===== src/rtl/getir2_pkg.sv =====
// Shared constants for the fetch pipeline and a helper for counter sizing.
package getir2_pkg;

  localparam int PS_BIT     = 32;
  localparam int BUYRUK_BIT = 32;

  localparam logic [PS_BIT-1:0] BELLEK_BASLANGIC = 32'h4000_0000;

  localparam logic HIGH = 1'b1;
  localparam logic LOW  = 1'b0;

  // A (PS, instruction) pair as handed to decode.
  typedef struct packed {
    logic [PS_BIT-1:0]     ps;
    logic [BUYRUK_BIT-1:0] buyruk;
  } cift_t;

  // Bits needed to hold a count of 0..n.
  function automatic int sayac_bit(input int n);
    return $clog2(n + 1);
  endfunction

endpackage


===== src/rtl/getir2_if.sv =====
// Bundle of the getir1 -> getir2, L1B -> getir2 and getir2 -> coz signals.
interface getir2_if #(
  parameter int PS_BIT     = getir2_pkg::PS_BIT,
  parameter int BUYRUK_BIT = getir2_pkg::BUYRUK_BIT
);

  logic [PS_BIT-1:0]     g2_ps_i;
  logic                  g2_ps_gecerli_i;
  logic                  g2_ps_hazir_o;
  logic                  g2_istek_yapildi_i;
  logic [BUYRUK_BIT-1:0] l1b_buyruk_i;
  logic                  l1b_buyruk_gecerli_i;
  logic                  l1b_buyruk_hazir_o;
  logic [PS_BIT-1:0]     coz_ps_o;
  logic [BUYRUK_BIT-1:0] coz_buyruk_o;
  logic                  coz_gecerli_o;
  logic                  coz_hazir_i;
  logic                  cek_bosalt_i;

  modport slave (
    input  g2_ps_i, g2_ps_gecerli_i, g2_istek_yapildi_i,
    input  l1b_buyruk_i, l1b_buyruk_gecerli_i,
    input  coz_hazir_i, cek_bosalt_i,
    output g2_ps_hazir_o, l1b_buyruk_hazir_o,
    output coz_ps_o, coz_buyruk_o, coz_gecerli_o
  );

  modport master (
    output g2_ps_i, g2_ps_gecerli_i, g2_istek_yapildi_i,
    output l1b_buyruk_i, l1b_buyruk_gecerli_i,
    output coz_hazir_i, cek_bosalt_i,
    input  g2_ps_hazir_o, l1b_buyruk_hazir_o,
    input  coz_ps_o, coz_buyruk_o, coz_gecerli_o
  );

endinterface


===== src/rtl/getir2_fifo.sv =====
// Small synchronous FIFO with a one-cycle clear; head data is combinational.
module getir2_fifo #(
  parameter int WIDTH = 32,
  parameter int DEPTH = 2
) (
  input  logic             clk_i,
  input  logic             rstn_i,
  input  logic             clear,
  input  logic             push,
  input  logic             pop,
  input  logic [WIDTH-1:0] data,
  output logic             full,
  output logic             empty,
  output logic [WIDTH-1:0] head
);

  localparam int AW = $clog2(DEPTH);

  logic [WIDTH-1:0] mem [DEPTH];
  logic [AW:0]      wr_ptr;
  logic [AW:0]      rd_ptr;

  // NOTE: non-blocking assignments so every flop samples the pre-edge values.
  always_ff @(posedge clk_i) begin
    if (!rstn_i || clear) begin
      wr_ptr <= '0;
      rd_ptr <= '0;
    end else begin
      if (push) wr_ptr <= wr_ptr + (AW+1)'(1);
      if (pop)  rd_ptr <= rd_ptr + (AW+1)'(1);
    end
  end

  // NOTE: storage is deliberately not reset; the pointers alone mark valid entries.
  always_ff @(posedge clk_i) begin
    if (push) mem[wr_ptr[AW-1:0]] <= data;
  end

  assign empty = (wr_ptr == rd_ptr);
  assign full  = (wr_ptr[AW] != rd_ptr[AW]) && (wr_ptr[AW-1:0] == rd_ptr[AW-1:0]);
  assign head  = mem[rd_ptr[AW-1:0]];

endmodule


===== src/rtl/getir2.sv =====
// Second fetch stage: pairs L1B responses with issued PCs in order and
// feeds decode, discarding responses that belong to a flushed path.
module getir2 #(
  parameter int PS_BIT         = getir2_pkg::PS_BIT,
  parameter int BUYRUK_BIT     = getir2_pkg::BUYRUK_BIT,
  parameter int PS_DERINLIK    = 2,
  parameter int CIKIS_DERINLIK = 2,
  parameter int MAX_BEKLEYEN   = 4
) (
  input logic     clk_i,
  input logic     rstn_i,
  getir2_if.slave bus
);

  import getir2_pkg::*;

  localparam int CNT_W = sayac_bit(MAX_BEKLEYEN);
  localparam int OUT_W = PS_BIT + BUYRUK_BIT;

  logic              flush;
  logic              ps_full, ps_empty, ps_push, ps_pop;
  logic [PS_BIT-1:0] ps_head, eslesen_ps;
  logic              out_full, out_empty, out_push, out_pop;
  logic [OUT_W-1:0]  out_head;
  logic              l1b_hazir, kabul, eslesme, atma_var, coz_gecerli;
  logic [CNT_W-1:0]  bekleyen_r, atilacak_r, bekleyen_d, atilacak_d;

  assign flush    = bus.cek_bosalt_i;
  assign atma_var = (atilacak_r != '0);

  assign l1b_hazir = atma_var || (!out_full && (!ps_empty || bus.g2_ps_gecerli_i));
  assign kabul     = bus.l1b_buyruk_gecerli_i && l1b_hazir;
  assign eslesme   = kabul && !atma_var && !flush;

  // With an empty queue the incoming PS pairs directly and must not also be queued.
  assign ps_pop     = eslesme && !ps_empty;
  assign ps_push    = bus.g2_ps_gecerli_i && !ps_full && !flush && !(eslesme && ps_empty);
  assign eslesen_ps = ps_empty ? bus.g2_ps_i : ps_head;

  assign out_push    = eslesme;
  assign coz_gecerli = !out_empty && !flush;
  assign out_pop     = coz_gecerli && bus.coz_hazir_i;

  getir2_fifo #(.WIDTH(PS_BIT), .DEPTH(PS_DERINLIK)) u_ps_kuyruk (
    .clk_i  (clk_i),
    .rstn_i (rstn_i),
    .clear  (flush),
    .push   (ps_push),
    .pop    (ps_pop),
    .data   (bus.g2_ps_i),
    .full   (ps_full),
    .empty  (ps_empty),
    .head   (ps_head)
  );

  getir2_fifo #(.WIDTH(OUT_W), .DEPTH(CIKIS_DERINLIK)) u_cikis (
    .clk_i  (clk_i),
    .rstn_i (rstn_i),
    .clear  (flush),
    .push   (out_push),
    .pop    (out_pop),
    .data   ({eslesen_ps, bus.l1b_buyruk_i}),
    .full   (out_full),
    .empty  (out_empty),
    .head   (out_head)
  );

  // NOTE: defaults first so no path through the block leaves a latch.
  always_comb begin
    bekleyen_d = bekleyen_r;
    atilacak_d = atilacak_r;
    if (flush) begin
      // Everything still in flight is old path; the request made now is new path.
      atilacak_d = atilacak_r + bekleyen_r - CNT_W'(kabul);
      bekleyen_d = CNT_W'(bus.g2_istek_yapildi_i);
    end else begin
      bekleyen_d = bekleyen_r + CNT_W'(bus.g2_istek_yapildi_i) - CNT_W'(eslesme);
      if (kabul && atma_var) atilacak_d = atilacak_r - CNT_W'(1);
    end
  end

  always_ff @(posedge clk_i) begin
    if (!rstn_i) begin
      bekleyen_r <= '0;
      atilacak_r <= '0;
    end else begin
      bekleyen_r <= bekleyen_d;
      atilacak_r <= atilacak_d;
    end
  end

  always_ff @(posedge clk_i) begin
    if (rstn_i && !flush)
      assert (!(bus.g2_istek_yapildi_i && !eslesme && bekleyen_r == CNT_W'(MAX_BEKLEYEN)));
  end

  assign bus.g2_ps_hazir_o      = !ps_full;
  assign bus.l1b_buyruk_hazir_o = l1b_hazir;
  assign bus.coz_gecerli_o      = coz_gecerli;
  assign bus.coz_ps_o           = out_empty ? '0 : out_head[OUT_W-1 -: PS_BIT];
  assign bus.coz_buyruk_o       = out_empty ? '0 : out_head[BUYRUK_BIT-1:0];

endmodule

===== src/flat_wrapper.sv =====
// flat-port wrapper written by rule: the top's interface ports become plain ports
module getir2_flat import getir2_pkg::*;
#(
  parameter int PS_BIT         = getir2_pkg::PS_BIT,
  parameter int BUYRUK_BIT     = getir2_pkg::BUYRUK_BIT,
  parameter int PS_DERINLIK    = 2,
  parameter int CIKIS_DERINLIK = 2,
  parameter int MAX_BEKLEYEN   = 4
)
  (clk_i, rstn_i, bus_g2_ps_i, bus_g2_ps_gecerli_i, bus_g2_istek_yapildi_i, bus_l1b_buyruk_i, bus_l1b_buyruk_gecerli_i, bus_coz_hazir_i, bus_cek_bosalt_i, bus_g2_ps_hazir_o, bus_l1b_buyruk_hazir_o, bus_coz_ps_o, bus_coz_buyruk_o, bus_coz_gecerli_o);
  getir2_if #(.PS_BIT(PS_BIT), .BUYRUK_BIT(BUYRUK_BIT)) bus_i ();
  input logic clk_i;
  input logic rstn_i;
  input wire logic [$bits(bus_i.g2_ps_i)-1:0] bus_g2_ps_i;
  input wire logic [$bits(bus_i.g2_ps_gecerli_i)-1:0] bus_g2_ps_gecerli_i;
  input wire logic [$bits(bus_i.g2_istek_yapildi_i)-1:0] bus_g2_istek_yapildi_i;
  input wire logic [$bits(bus_i.l1b_buyruk_i)-1:0] bus_l1b_buyruk_i;
  input wire logic [$bits(bus_i.l1b_buyruk_gecerli_i)-1:0] bus_l1b_buyruk_gecerli_i;
  input wire logic [$bits(bus_i.coz_hazir_i)-1:0] bus_coz_hazir_i;
  input wire logic [$bits(bus_i.cek_bosalt_i)-1:0] bus_cek_bosalt_i;
  output wire logic [$bits(bus_i.g2_ps_hazir_o)-1:0] bus_g2_ps_hazir_o;
  output wire logic [$bits(bus_i.l1b_buyruk_hazir_o)-1:0] bus_l1b_buyruk_hazir_o;
  output wire logic [$bits(bus_i.coz_ps_o)-1:0] bus_coz_ps_o;
  output wire logic [$bits(bus_i.coz_buyruk_o)-1:0] bus_coz_buyruk_o;
  output wire logic [$bits(bus_i.coz_gecerli_o)-1:0] bus_coz_gecerli_o;
  assign bus_i.g2_ps_i = bus_g2_ps_i;
  assign bus_i.g2_ps_gecerli_i = bus_g2_ps_gecerli_i;
  assign bus_i.g2_istek_yapildi_i = bus_g2_istek_yapildi_i;
  assign bus_i.l1b_buyruk_i = bus_l1b_buyruk_i;
  assign bus_i.l1b_buyruk_gecerli_i = bus_l1b_buyruk_gecerli_i;
  assign bus_i.coz_hazir_i = bus_coz_hazir_i;
  assign bus_i.cek_bosalt_i = bus_cek_bosalt_i;
  assign bus_g2_ps_hazir_o = bus_i.g2_ps_hazir_o;
  assign bus_l1b_buyruk_hazir_o = bus_i.l1b_buyruk_hazir_o;
  assign bus_coz_ps_o = bus_i.coz_ps_o;
  assign bus_coz_buyruk_o = bus_i.coz_buyruk_o;
  assign bus_coz_gecerli_o = bus_i.coz_gecerli_o;
  getir2 #(.PS_BIT(PS_BIT), .BUYRUK_BIT(BUYRUK_BIT), .PS_DERINLIK(PS_DERINLIK), .CIKIS_DERINLIK(CIKIS_DERINLIK), .MAX_BEKLEYEN(MAX_BEKLEYEN)) u_core (.clk_i(clk_i), .rstn_i(rstn_i), .bus(bus_i));
endmodule

===== config.mk =====
export PLATFORM = sky130hd
export DESIGN_NAME = getir2_flat
export DESIGN_NICKNAME = d
export VERILOG_FILES = /design/src/rtl/getir2_pkg.sv /design/src/rtl/getir2_if.sv /design/src/rtl/getir2_fifo.sv /design/src/rtl/getir2.sv /design/src/flat_wrapper.sv
export SDC_FILE = /design/constraint.sdc
export NUM_CORES = 1
export LEC_CHECK = 0
export BUFFER_PORTS_ARGS = -buffer_cell sky130_fd_sc_hd__buf_2
export CAP_MARGIN = 15
export CORE_MARGIN = 1.5
export CORE_UTILIZATION = 40
export DETAILED_ROUTE_END_ITERATION = 12
export SYNTH_ARGS = -nofsm -noshare
export SYNTH_HDL_FRONTEND = slang
export SYNTH_SLANG_ARGS = --single-unit

===== constraint.sdc =====
create_clock -name clk_i -period 18.07 [get_ports clk_i]
set_input_delay 2.7105 -clock clk_i [delete_from_list [all_inputs] [get_ports clk_i]]
set_output_delay 2.7105 -clock clk_i [all_outputs]
set_load 0.05 [all_outputs]

## Yosys cells after proc, flatten, opt, wreduce, memory -nomap -nowiden

Memories as Yosys holds them, arrays and structs flattened. A register that Yosys moved wholly into a read port is not among the register bits.
Cells that the tools add are included.

| operators by class | value |
|---|---|
| divide/modulo/power cells | 0 |
| $lt $le $gt $ge | 0 |
| multipliers | 0 |
| equal/unequal tests | 6 |
| reduce and logical (&&, ||, !) cells | 28 |
| $add $sub $neg | 9 |
| muxes and demuxes | 14 |
| shift-type cells | 0 |
| bitwise operators | 1 |

Operators by type and width:

| cell | count |
|---|---|
| 32-bit 2-to-1 mux | 3 |
| 1-bit logical AND | 14 |
| 1-bit 2-to-1 mux | 9 |
| 2-bit by 1-bit adder with 2-bit output, second input constant | 4 |
| 1-bit logical NOT | 8 |
| 3-bit 2-to-1 mux | 2 |
| 3-bit by 1-bit subtractor with 3-bit output | 2 |
| 2-bit == test | 2 |
| 3-bit by 1-bit adder with 3-bit output | 1 |
| 3-bit adder | 1 |
| 1-bit logical OR | 3 |
| 3-bit nonzero test | 1 |
| 3-bit by 1-bit subtractor with 3-bit output, second input constant | 1 |
| 1-bit == test | 2 |
| 1-bit inequality test | 2 |
| 2-bit nonzero test | 1 |
| 2-bit OR reduction | 1 |
| 1-bit NOT | 1 |

| storage, ports and cells | value |
|---|---|
| memory bits (writable) | 192 |
| input port bits | 71 |
| output and inout bits | 67 |
| memories kept | 2 |
| memory bits (read-only) | 0 |
| bits in registers | 14 |
| logic and storage cells | 67 |
| bits in latches | 0 |

Memory list:

| name | words | bits a word | rd ports | clocked after Yosys merged registers in | write ports | RTL line | source |
|---|---|---|---|---|---|---|---|
| u_core.u_cikis.mem | 2 | 64 | 1 | 1 | 1 | getir2_fifo.sv:19 | `logic [WIDTH-1:0] mem [DEPTH];` |
| u_core.u_ps_kuyruk.mem | 2 | 32 | 1 | 1 | 1 | getir2_fifo.sv:19 |  |

## Logic depth before layout (Yosys ltp)

Gate-level depths: netlist (run 1).

| logic depth | value |
|---|---|
| depth in word-level cells | 13 |
| depth in mapped cells | 13 |
| mapped depth without buffers | 13 |

## Modules after synthesis

A second synthesis (run 1) with hierarchy kept.

| second synthesis, totals | value |
|---|---|
| cells, all modules | 514 |
| area, all modules | 9226.3 um2 |

Modules (own cells, without submodules):

| module | instances | seq. area each (um2) | area each (um2) | cells each |
|---|---|---|---|---|
| getir2_fifo (u_core.u_cikis) | 1 | 3943.8 | 5141.2 | 222 |
| getir2_fifo (u_core.u_ps_kuyruk) | 1 | 2021.9 | 2686.3 | 123 |
| getir2 | 1 | 120.1 | 1398.8 | 169 |

## Worst setup path after synthesis (run 1)

No wires, ideal clock.

| timing path | value |
|---|---|
| path kind | in2reg |
| start | in bus_cek_bosalt_i |
| end | mem u_core.u_ps_kuyruk.mem[0][0] (enable) |
| data required time | 17.475 ns |
| path buffers | 0 |
| arrival time | 8.288 ns |
| cell stages on the path | 4 |
| path slack | 9.187 ns |
| setup time | 0.595 ns |
| cell sequence | and4bb_2 > o21ai_2 > nand2_1 > a2111oi_0 |

| on the way | value |
|---|---|
| cells in the longest elaborated chain, start to end | 7 |
| elaborated cells between the ends (all ways) | 8 |
| classes of those cells | mux (2); reduce/logical (6) |

RTL lines:

| element | RTL line | source |
|---|---|---|
| from (decl) | flat_wrapper.sv:20 | `input wire logic [$bits(bus_i.cek_bosalt_i)-1:0] bus_cek_bosalt_i;` |
| 1-bit logical NOT (*) | getir2.sv:33, getir2.sv:37 |  |
| 1-bit logical AND | getir2.sv:33 | `assign eslesme = kabul && !atma_var && !flush;` |
| 1-bit logical AND | getir2.sv:37 | `assign ps_push = bus.g2_ps_gecerli_i && !ps_full && !flush && !(eslesme && ps_empty);` |
| 1-bit logical NOT | getir2.sv:37 |  |
| 1-bit logical AND (*) | getir2.sv:37 |  |
| 1-bit 2-to-1 mux (*) | getir2_fifo.sv:36 | `if (push) mem[wr_ptr[AW-1:0]] <= data;` |
| 1-bit 2-to-1 mux (not written as such) (*) | getir2_fifo.sv:36 |  |
| to (decl) | getir2_fifo.sv:19 |  |

Every way passes the cells marked *; elsewhere a longest branch is shown, timed or not.

## Final worst setup path (run 1)

| timing path | value |
|---|---|
| start | in bus_g2_ps_gecerli_i |
| end | out bus_l1b_buyruk_hazir_o |

| on the way | value |
|---|---|
| cells in the longest elaborated chain, start to end | 3 |

RTL lines:

| element | RTL line | source |
|---|---|---|
| from (decl) | flat_wrapper.sv:15 | `input wire logic [$bits(bus_i.g2_ps_gecerli_i)-1:0] bus_g2_ps_gecerli_i;` |
| 1-bit logical OR | getir2.sv:31 | `assign l1b_hazir = atma_var \|\| (!out_full && (!ps_empty \|\| bus.g2_ps_gecerli_i));` |
| 1-bit logical AND | getir2.sv:31 |  |
| 1-bit logical OR | getir2.sv:31 |  |
| to (decl) | flat_wrapper.sv:22 | `output wire logic [$bits(bus_i.l1b_buyruk_hazir_o)-1:0] bus_l1b_buyruk_hazir_o;` |

Every way passes these cells.

==> results.toml, run 1 <==
[power_and_ir_drop]
leakage_uw = 0.00363
power.combinational.fraction_pct = 8.7
power.net_switching_uw = 240
total_power_of_the_final_layout_uw = 1070
sw_frac_of_total_pct = 22.4
pwr_density_cell_nw_per_um2 = 106
power.share.sequential_pct = 51.6
vdd.ir_drop.worst_uv = 65.9
pwr-share-clk_pct = 39.7
internal_power_uw = 834

[outcome]
status = "complete, no violations"

[routing]
drcViolationCount = 0
drt_iter0_markers = 269
wl_per_cell_um = 16.2
pre_antenna_drt_iters = 5
via_count = 4809
drt_wl_total_mm = 16.0
postRouteAntennaNets = 0
routed_vias_inst = 4.86

[synth]
synthesis.area_per_instance_sq_um = 14.9
synth.ff_latch_count = 208
synth_seq_area_share_pct = 72.5
synth_cell_type_count = 39
netlist_instances = 562
synth.cell_area_sq_um = 8390
synthesized_netlist_net_count = 642
synth.yosys.warnings = 0

[setup_path]
worstSetupStartpointType = "input port"
critical-path-top-delay-family = "simple AND/OR/NAND/NOR gates"
criticalPathCategory = "in -> out"
r2r_end = "u_core.atilacak_r[2]"
cp_data_required_time_ns = 15.36
path_cells = "buf_2 > nor3_1 > o21bai_1 > buf_2"
critical-path-top-cell-by-count = "sky130_fd_sc_hd__buf_2"
worstRegToRegCells = 12
critPathSlowestCell = "sky130_fd_sc_hd__nor3_1"
crit_path_end_kind = "output pin"
critical_path.max_fanout = 5
worst_setup_slack_for_register_to_register_paths_ns = 15.04
cp.arrival_ns = 3.69
worst_reg2reg_startpoint = "u_core.u_ps_kuyruk.wr_ptr[0]"
slowest_delay_ns = 0.46
cp.buffers_inverters = 2

[timing]
finalClockSkew_ns = 0.0125
relSlewSlack_pct = 26.8
setup_viol_count_final = 0
timing.fmax_mhz = 156
totalNegativeSetupSlack_ns = 0
fin_crit_sh_pct = 35.4
finalWorstPathRequiredPeriod_ns = 6.40
setup_repair_after_global_routing_missed_its_margin = "false"
report.final.hold_viol_count = 0
postLayoutSetupSlackWorst_ns = 11.67
worst_margin_slew_ns = 1.10
fin_hold_ws_ns = 0.516
timing_max_transition_violations_final = 0

[grt]
grt_util_all_layers_pct = 14.6
grt_first_pass_wirelength_mm = 25.2
grt.overflow.total = 0
number_of_antenna_violations_at_the_first_check_in_global_routing = 2
vias_in_the_first_global_route = 4931
largest_net_degree_at_the_start_of_global_routing = 68

[clocking]
cts_inserted_buffers = 22
cts_tree = "yes"
htreeDepth = 1
worstSkewPairLatency_ns = 0.50
cts.sinks = 208
ctsRootBufferMaster = "sky130_fd_sc_hd__clkbuf_16"
postCtsSetupRepairBufs = 0
cts.clk_slew.worst_paths_ns = 0.06
cts_buffer_depth = 3
post_cts_hold_buffer_count = 0
post_cts_resized = 0

[hold_path]
hold_class = "reg -> reg"
whs_endpoint = "u_core.u_cikis.wr_ptr[1]"
holdCritStartpoint = "u_core.u_cikis.wr_ptr[1]"
min_path_cells = 2

[layout]
area_growth_syn_to_layout_pct = 20.3
final_cell_mix = "sky130_fd_sc_hd__edfxtp_1 (192), sky130_fd_sc_hd__buf_2 (137), sky130_fd_sc_hd__mux2i_1 (99)"
fin_util_pct = 49.4
drive_gt1_share_pct = 25.6
nets = 782
final_common_cell = "sky130_fd_sc_hd__edfxtp_1"

[die]
floorplan.die.height_um = 148
num_io_pins = 138
chipWidth_um = 148
start_util_pct = 41.1
die-area_sq_um = 21900
fp.coreArea_sq_um = 20400
num_rows = 52

[run]
cap_viol_max_count = 0

[placement]
dp_hpwl_mm = 9.63
setup_slack_after_placement_ns = 11.66
gpl.final_weighted_congestion = 0.720
io_port_bufs = 137
==> kinds of logic after synthesis <==
| logic type | synth area share [%] |
|---|---|
| and+or+nand+nor | 6.62 |
| DFF | 72.5 |
| xor gates and xnor gates | 1.74 |
| buffers and inverters | 2.03 |
| muxes | 11.8 |
| adders and majority gates | 1.52 |
| AOI/OAI and AO/OA | 3.77 |
==> power by group through the flow <==
stage / Clock [uW] / Combinational [uW] / Sequential (uW)
after global routing: 456 / 105 / 556
after floorplan: 0 / 65.3 / 563
after global placement: 0 / 89.9 / 564
after CTS: 439 / 94.8 / 555
after detailed placement: 0 / 93.9 / 565
final: 426 / 93.7 / 554
==> through the flow <==
step | cells | cell area [sq um]
final | 989 | 10100
after global routing | 988 | 10100
after CTS | 987 | 10100
after detailed placement | 947 | 9370
after global placement | 947 | 9370
after floorplan | 562 | 8390
==> sequential cells by signal (all words and copies together) (netlist names), named ones only <==
name / flops
u_core.atilacak_r: 3
u_core.bekleyen_r: 3
u_core.u_cikis.mem: 128
u_core.u_cikis.rd_ptr: 2
u_core.u_cikis.wr_ptr: 2
u_core.u_ps_kuyruk.mem: 64
u_core.u_ps_kuyruk.rd_ptr: 2
u_core.u_ps_kuyruk.wr_ptr: 2
==> how the worst max path moves through the flow <==
stage | start | end | depth (start not counted)
global placement | bus_g2_ps_gecerli_i | bus_l1b_buyruk_hazir_o | 4
finish | bus_g2_ps_gecerli_i | bus_l1b_buyruk_hazir_o | 4
floorplan | bus_cek_bosalt_i | u_core.u_ps_kuyruk.mem[0][0] | 4
global route | bus_g2_ps_gecerli_i | bus_l1b_buyruk_hazir_o | 4
CTS | bus_g2_ps_gecerli_i | bus_l1b_buyruk_hazir_o | 4
detailed placement | bus_g2_ps_gecerli_i | bus_l1b_buyruk_hazir_o | 4
==> cells in the mapped netlist <==
cell type / count / area [sq um]
sky130_fd_sc_hd__o31ai_1: 1 / 7.51
sky130_fd_sc_hd__nand2_1: 41 / 154
sky130_fd_sc_hd__edfxtp_1: 192 / 5770
sky130_fd_sc_hd__mux2i_1: 99 / 991
sky130_fd_sc_hd__a21oi_1: 7 / 35.0
sky130_fd_sc_hd__o21a_1: 1 / 7.51
sky130_fd_sc_hd__nand2b_1: 5 / 31.3
sky130_fd_sc_hd__or4_1: 1 / 7.51
sky130_fd_sc_hd__a21boi_0: 1 / 7.51
sky130_fd_sc_hd__o21bai_1: 1 / 7.51
sky130_fd_sc_hd__nor2_1: 73 / 274
sky130_fd_sc_hd__o21ai_2: 1 / 8.76
sky130_fd_sc_hd__and4bb_2: 1 / 12.5
sky130_fd_sc_hd__and3_1: 1 / 6.26
sky130_fd_sc_hd__nor2b_1: 2 / 12.5
sky130_fd_sc_hd__or3_1: 2 / 12.5
sky130_fd_sc_hd__nand3b_1: 1 / 7.51
sky130_fd_sc_hd__dfxtp_1: 16 / 320
sky130_fd_sc_hd__nor3_1: 4 / 20.0
sky130_fd_sc_hd__a2111oi_0: 1 / 8.76
sky130_fd_sc_hd__xor2_1: 4 / 35.0
sky130_fd_sc_hd__clkbuf_1: 9 / 33.8
sky130_fd_sc_hd__buf_2: 10 / 50.1
sky130_fd_sc_hd__o221ai_1: 1 / 8.76
sky130_fd_sc_hd__inv_1: 14 / 52.6
sky130_fd_sc_hd__and2_1: 1 / 6.26
sky130_fd_sc_hd__ha_1: 7 / 87.6
sky130_fd_sc_hd__o211a_1: 1 / 10.0
sky130_fd_sc_hd__o211ai_1: 1 / 7.51
sky130_fd_sc_hd__o2111ai_1: 1 / 8.76
sky130_fd_sc_hd__o21ai_0: 36 / 180
sky130_fd_sc_hd__nand3_1: 1 / 5.00
sky130_fd_sc_hd__nor2_2: 1 / 6.26
sky130_fd_sc_hd__fa_1: 2 / 40.0
sky130_fd_sc_hd__a311o_1: 1 / 10.0
sky130_fd_sc_hd__buf_1: 9 / 33.8
sky130_fd_sc_hd__xor2_2: 2 / 32.5
sky130_fd_sc_hd__a211o_1: 1 / 8.76
sky130_fd_sc_hd__xnor2_1: 9 / 78.8
==> tightest hold or removal path, stage by stage (launching register included) <==
cell	delay (ns)
sky130_fd_sc_hd__dfxtp_1	0.34
sky130_fd_sc_hd__nand2_1	0.07
sky130_fd_sc_hd__mux2i_1	0.06
==> metal layers <==
metal | track usage, % | up-vias | routed length (um)
met4 | 4.50 | 2 | 331
met2 | 25.5 | 130 | 7760
met5 | 0 | - | 13
li1 | - | 2332 | -
met1 | 18.3 | 2318 | 6970
met3 | 2.90 | 27 | 905
==> cell type report <==
cell class	count	area (sq um)
Fill cell	1823	10300
Timing Repair Buffer	144	758
Clock inverter	12	119
Sequential cell	208	6090
Tap cell	270	338
Multi-Input combinational cell	312	2160
Inverter	14	52.6
Antenna cell	1	2.50
Clock buffer	28	573
(Power assumes the default switching activity.)
==> run 2, diff against run 1 <==
--- a/config.mk
+++ b/config.mk
@@ -5,6 +5,7 @@
 export SDC_FILE = /design/constraint.sdc
 export NUM_CORES = 1
 export LEC_CHECK = 0
+export ABC_AREA = 1
 export BUFFER_PORTS_ARGS = -buffer_cell sky130_fd_sc_hd__buf_2
 export CAP_MARGIN = 15
 export CORE_MARGIN = 1.5
==> constraint.sdc (replaced) <==
create_clock -name clk_i -period 6.3 [get_ports clk_i]
set_input_delay 0.945 -clock clk_i [delete_from_list [all_inputs] [get_ports clk_i]]
set_output_delay 0.945 -clock clk_i [all_outputs]
set_load 0.05 [all_outputs]
==> run 2 against run 1 <==
  * Sequential cell count is the same
  * Routed wire length is 5.4% higher
  * Critical path depth grew 1
  * Worst hold slack got worse by 0.014 ns
  * Clock power increased to 2.8 times the previous value
  * Power grew to 2.8 times the previous value
  * Final area is essentially flat
  * Register-to-register slack worse by 11 ns
  * Largest cell class unchanged
  * Largest power group unchanged
  * Highest routed layer unchanged
==> results.toml, run 2 <==
[setup_path]
worst_setup_slack_for_register_to_register_paths_ns = 3.63
crit_start = "u_core.u_cikis.wr_ptr[0]"
crit_path_end_kind = "output pin"
r2r_end = "u_core.u_ps_kuyruk.mem[0][16]"
criticalPathCategory = "reg -> out"
worst_reg2reg_startpoint = "u_core.u_ps_kuyruk.wr_ptr[0]"
critical_path.max_fanout = 37
worstRegToRegCells = 9
worstSetupStartpointType = "flop"
cp.arrival_ns = 2.76
cp_capture_point = "bus_coz_ps_o[0]"
cp_data_required_time_ns = 5.35

[layout]
nets = 936
final_cell_mix = "sky130_fd_sc_hd__nand2_1 (218), sky130_fd_sc_hd__edfxtp_1 (192), sky130_fd_sc_hd__buf_2 (137)"
final_common_cell = "sky130_fd_sc_hd__nand2_1"
drive_gt1_share_pct = 23.0
fill_cells = 1929
largest_reg_flops = 128
area_growth_syn_to_layout_pct = 18.9
n_antenna_cell = 0

[power_and_ir_drop]
total_power_of_the_final_layout_uw = 2970
pwr-share-clk_pct = 40.1
power.net_switching_uw = 673
leakage_uw = 0.00399
pwr_density_cell_nw_per_um2 = 295
power.share.sequential_pct = 52.8
power.combinational.fraction_pct = 7.1
vdd.ir_drop.worst_uv = 174
sw_frac_of_total_pct = 22.6
internal_power_uw = 2300

[routing]
drcViolationCount = 0
drt_iter0_markers = 333
routed_vias_inst = 4.66
pre_antenna_drt_iters = 5
drt_wl_total_mm = 16.8
postRouteAntennaNets = 0
via_count = 5337
wl_per_cell_um = 14.7

[timing]
finalClockSkew_ns = 0.00822
setup_viol_count_final = 0
worst_margin_slew_ns = 1.09
finalWorstPathRequiredPeriod_ns = 3.71
relSlewSlack_pct = 27.2
setup_repair_after_global_routing_missed_its_margin = "false"
report.final.hold_viol_count = 0
timing.fmax_mhz = 270
totalNegativeSetupSlack_ns = 0
fin_crit_sh_pct = 58.9
timing_max_transition_violations_final = 0

[die]
num_rows = 53
floorplan.die.height_um = 149
die-area_sq_um = 22100
fp.coreArea_sq_um = 20900
num_io_pins = 138
chipWidth_um = 149
start_util_pct = 40.6

[grt]
grt_util_all_layers_pct = 15.2
vias_in_the_first_global_route = 5128
grt.overflow.total = 0
number_of_antenna_violations_at_the_first_check_in_global_routing = 1
largest_net_degree_at_the_start_of_global_routing = 67
grt_first_pass_wirelength_mm = 26.5

[clocking]
postCtsSetupRepairBufs = 0
cts_tree = "yes"
post_cts_resized = 0
post_cts_hold_buffer_count = 0
cts.clk_slew.worst_paths_ns = 0.06
htreeDepth = 1
cts_inserted_buffers = 23
ctsRootBufferMaster = "sky130_fd_sc_hd__clkbuf_16"
cts.sinks = 208
cts_buffer_depth = 3
worstSkewPairLatency_ns = 0.51

[placement]
io_port_bufs = 137
gpl.final_weighted_congestion = 0.722
dp_hpwl_mm = 10.1

[synth]
synth_cell_type_count = 29
synth-async-reset-ratio_pct = 0
netlist_instances = 723
synth.ff_latch_count = 208
synthesized_netlist_net_count = 803
synthMostInstantiatedCell = "sky130_fd_sc_hd__nand2_1"
synth_enable_flop_cells = 192
synth_area_leader_cell = "sky130_fd_sc_hd__edfxtp_1"
synth_top_cells_by_area = "sky130_fd_sc_hd__edfxtp_1 (68%), sky130_fd_sc_hd__nand2_1 (9.7%), sky130_fd_sc_hd__a21oi_1 (4.7%)"
synth_commonest_cells = "sky130_fd_sc_hd__nand2_1 (218), sky130_fd_sc_hd__edfxtp_1 (192), sky130_fd_sc_hd__a21oi_1 (79)"
synthesis.area_per_instance_sq_um = 11.7
yosys_most_used_dff = "sky130_fd_sc_hd__edfxtp_1"
synth.cell_area_sq_um = 8480
synth_seq_area_share_pct = 71.8
synth.yosys.warnings = 0
synth_top_area_share_pct = 68.0

[outcome]
status = "complete, no violations"

[hold_path]
hold_class = "reg -> reg"

[run]
cap_viol_max_count = 0
## run 2: changes by cell type after synthesis, sizes merged, moves of 6 or more
cell	delta
nand2	+184
mux2i	-99
a21oi	+72
nor2	-57
inv	+49
o21ai	+30
clkbuf	+6
## run 2: per-stage QoR
stage          cells  cell area [sq um]  util [%]  setup slack (ns)  hold slack, ns
6_report        1146              10100      48.3              2.59           0.502
4_1_cts         1146              10100      48.3              2.55           0.501
2_1_floorplan    723               8480         -              1.75           0.464
5_1_grt         1146              10100      48.3              2.39           0.532
3_5_place_dp    1106               9420      45.1              3.11           0.490
3_3_place_gp    1106               9420      45.1              3.14           0.484
## run 2: power groups by stage
stage	combinational, uW	sequential (uW)	clock [uW]
after CTS	216	1570	1230
after global routing	240	1570	1280
after global placement	211	1600	0
after floorplan	147	1600	0
after detailed placement	215	1600	0
final	212	1570	1190
## run 2: kinds of logic after synthesis
logic type	Yosys count	synth area share [%]
AND/OR/NAND/NOR	251	12.3
flip-flops	208	71.8
AO/OA/AOI/OAI	151	9.06
buffers and inverters	98	4.75
adder cells (fa/ha/maj)	9	1.51
XOR/XNOR	6	0.620
## run 2: critical path: stages (launching register included)
cell	delay, ns
sky130_fd_sc_hd__dfxtp_1	0.46
sky130_fd_sc_hd__nand2_1	0.16
sky130_fd_sc_hd__a21oi_4	0.72
sky130_fd_sc_hd__buf_4	0.51
sky130_fd_sc_hd__a21oi_1	0.13
sky130_fd_sc_hd__buf_2	0.24
## run 2: cell type report
type	count	area, sq um	share of cell area [%]
clock buffer	27	591	5.86
clock inverter	13	77.6	0.769
inverter	63	238	2.36
multi-input combinational	417	2020	20.0
sequential	208	6090	60.4
tap	275	344	3.41
timing repair buffer	143	731	7.24
## run 2: worst min path at each step
| stage | start | end | slack (ns) | depth (start not counted) |
|---|---|---|---|---|
| floorplan | u_core.u_cikis.rd_ptr[1] | u_core.u_cikis.rd_ptr[1] | 0.46 | 2 |
| global placement | u_core.u_cikis.rd_ptr[1] | u_core.u_cikis.rd_ptr[1] | 0.48 | 2 |
| detailed placement | u_core.u_cikis.rd_ptr[1] | u_core.u_cikis.rd_ptr[1] | 0.49 | 2 |
| CTS | u_core.u_cikis.rd_ptr[1] | u_core.u_cikis.rd_ptr[1] | 0.50 | 2 |
| global route | u_core.u_cikis.wr_ptr[1] | u_core.u_cikis.wr_ptr[1] | 0.53 | 2 |
| finish | u_core.u_cikis.rd_ptr[1] | u_core.u_cikis.rd_ptr[1] | 0.50 | 2 |
## run 2: routing by layer
layer	GRT usage (%)	vias up	share of wire (%)
li1	-	2733	-
met1	20.1	2438	45
met2	26.1	142	48
met3	2.70	22	5.5
met4	4.06	2	1.5
met5	0	-	0.071
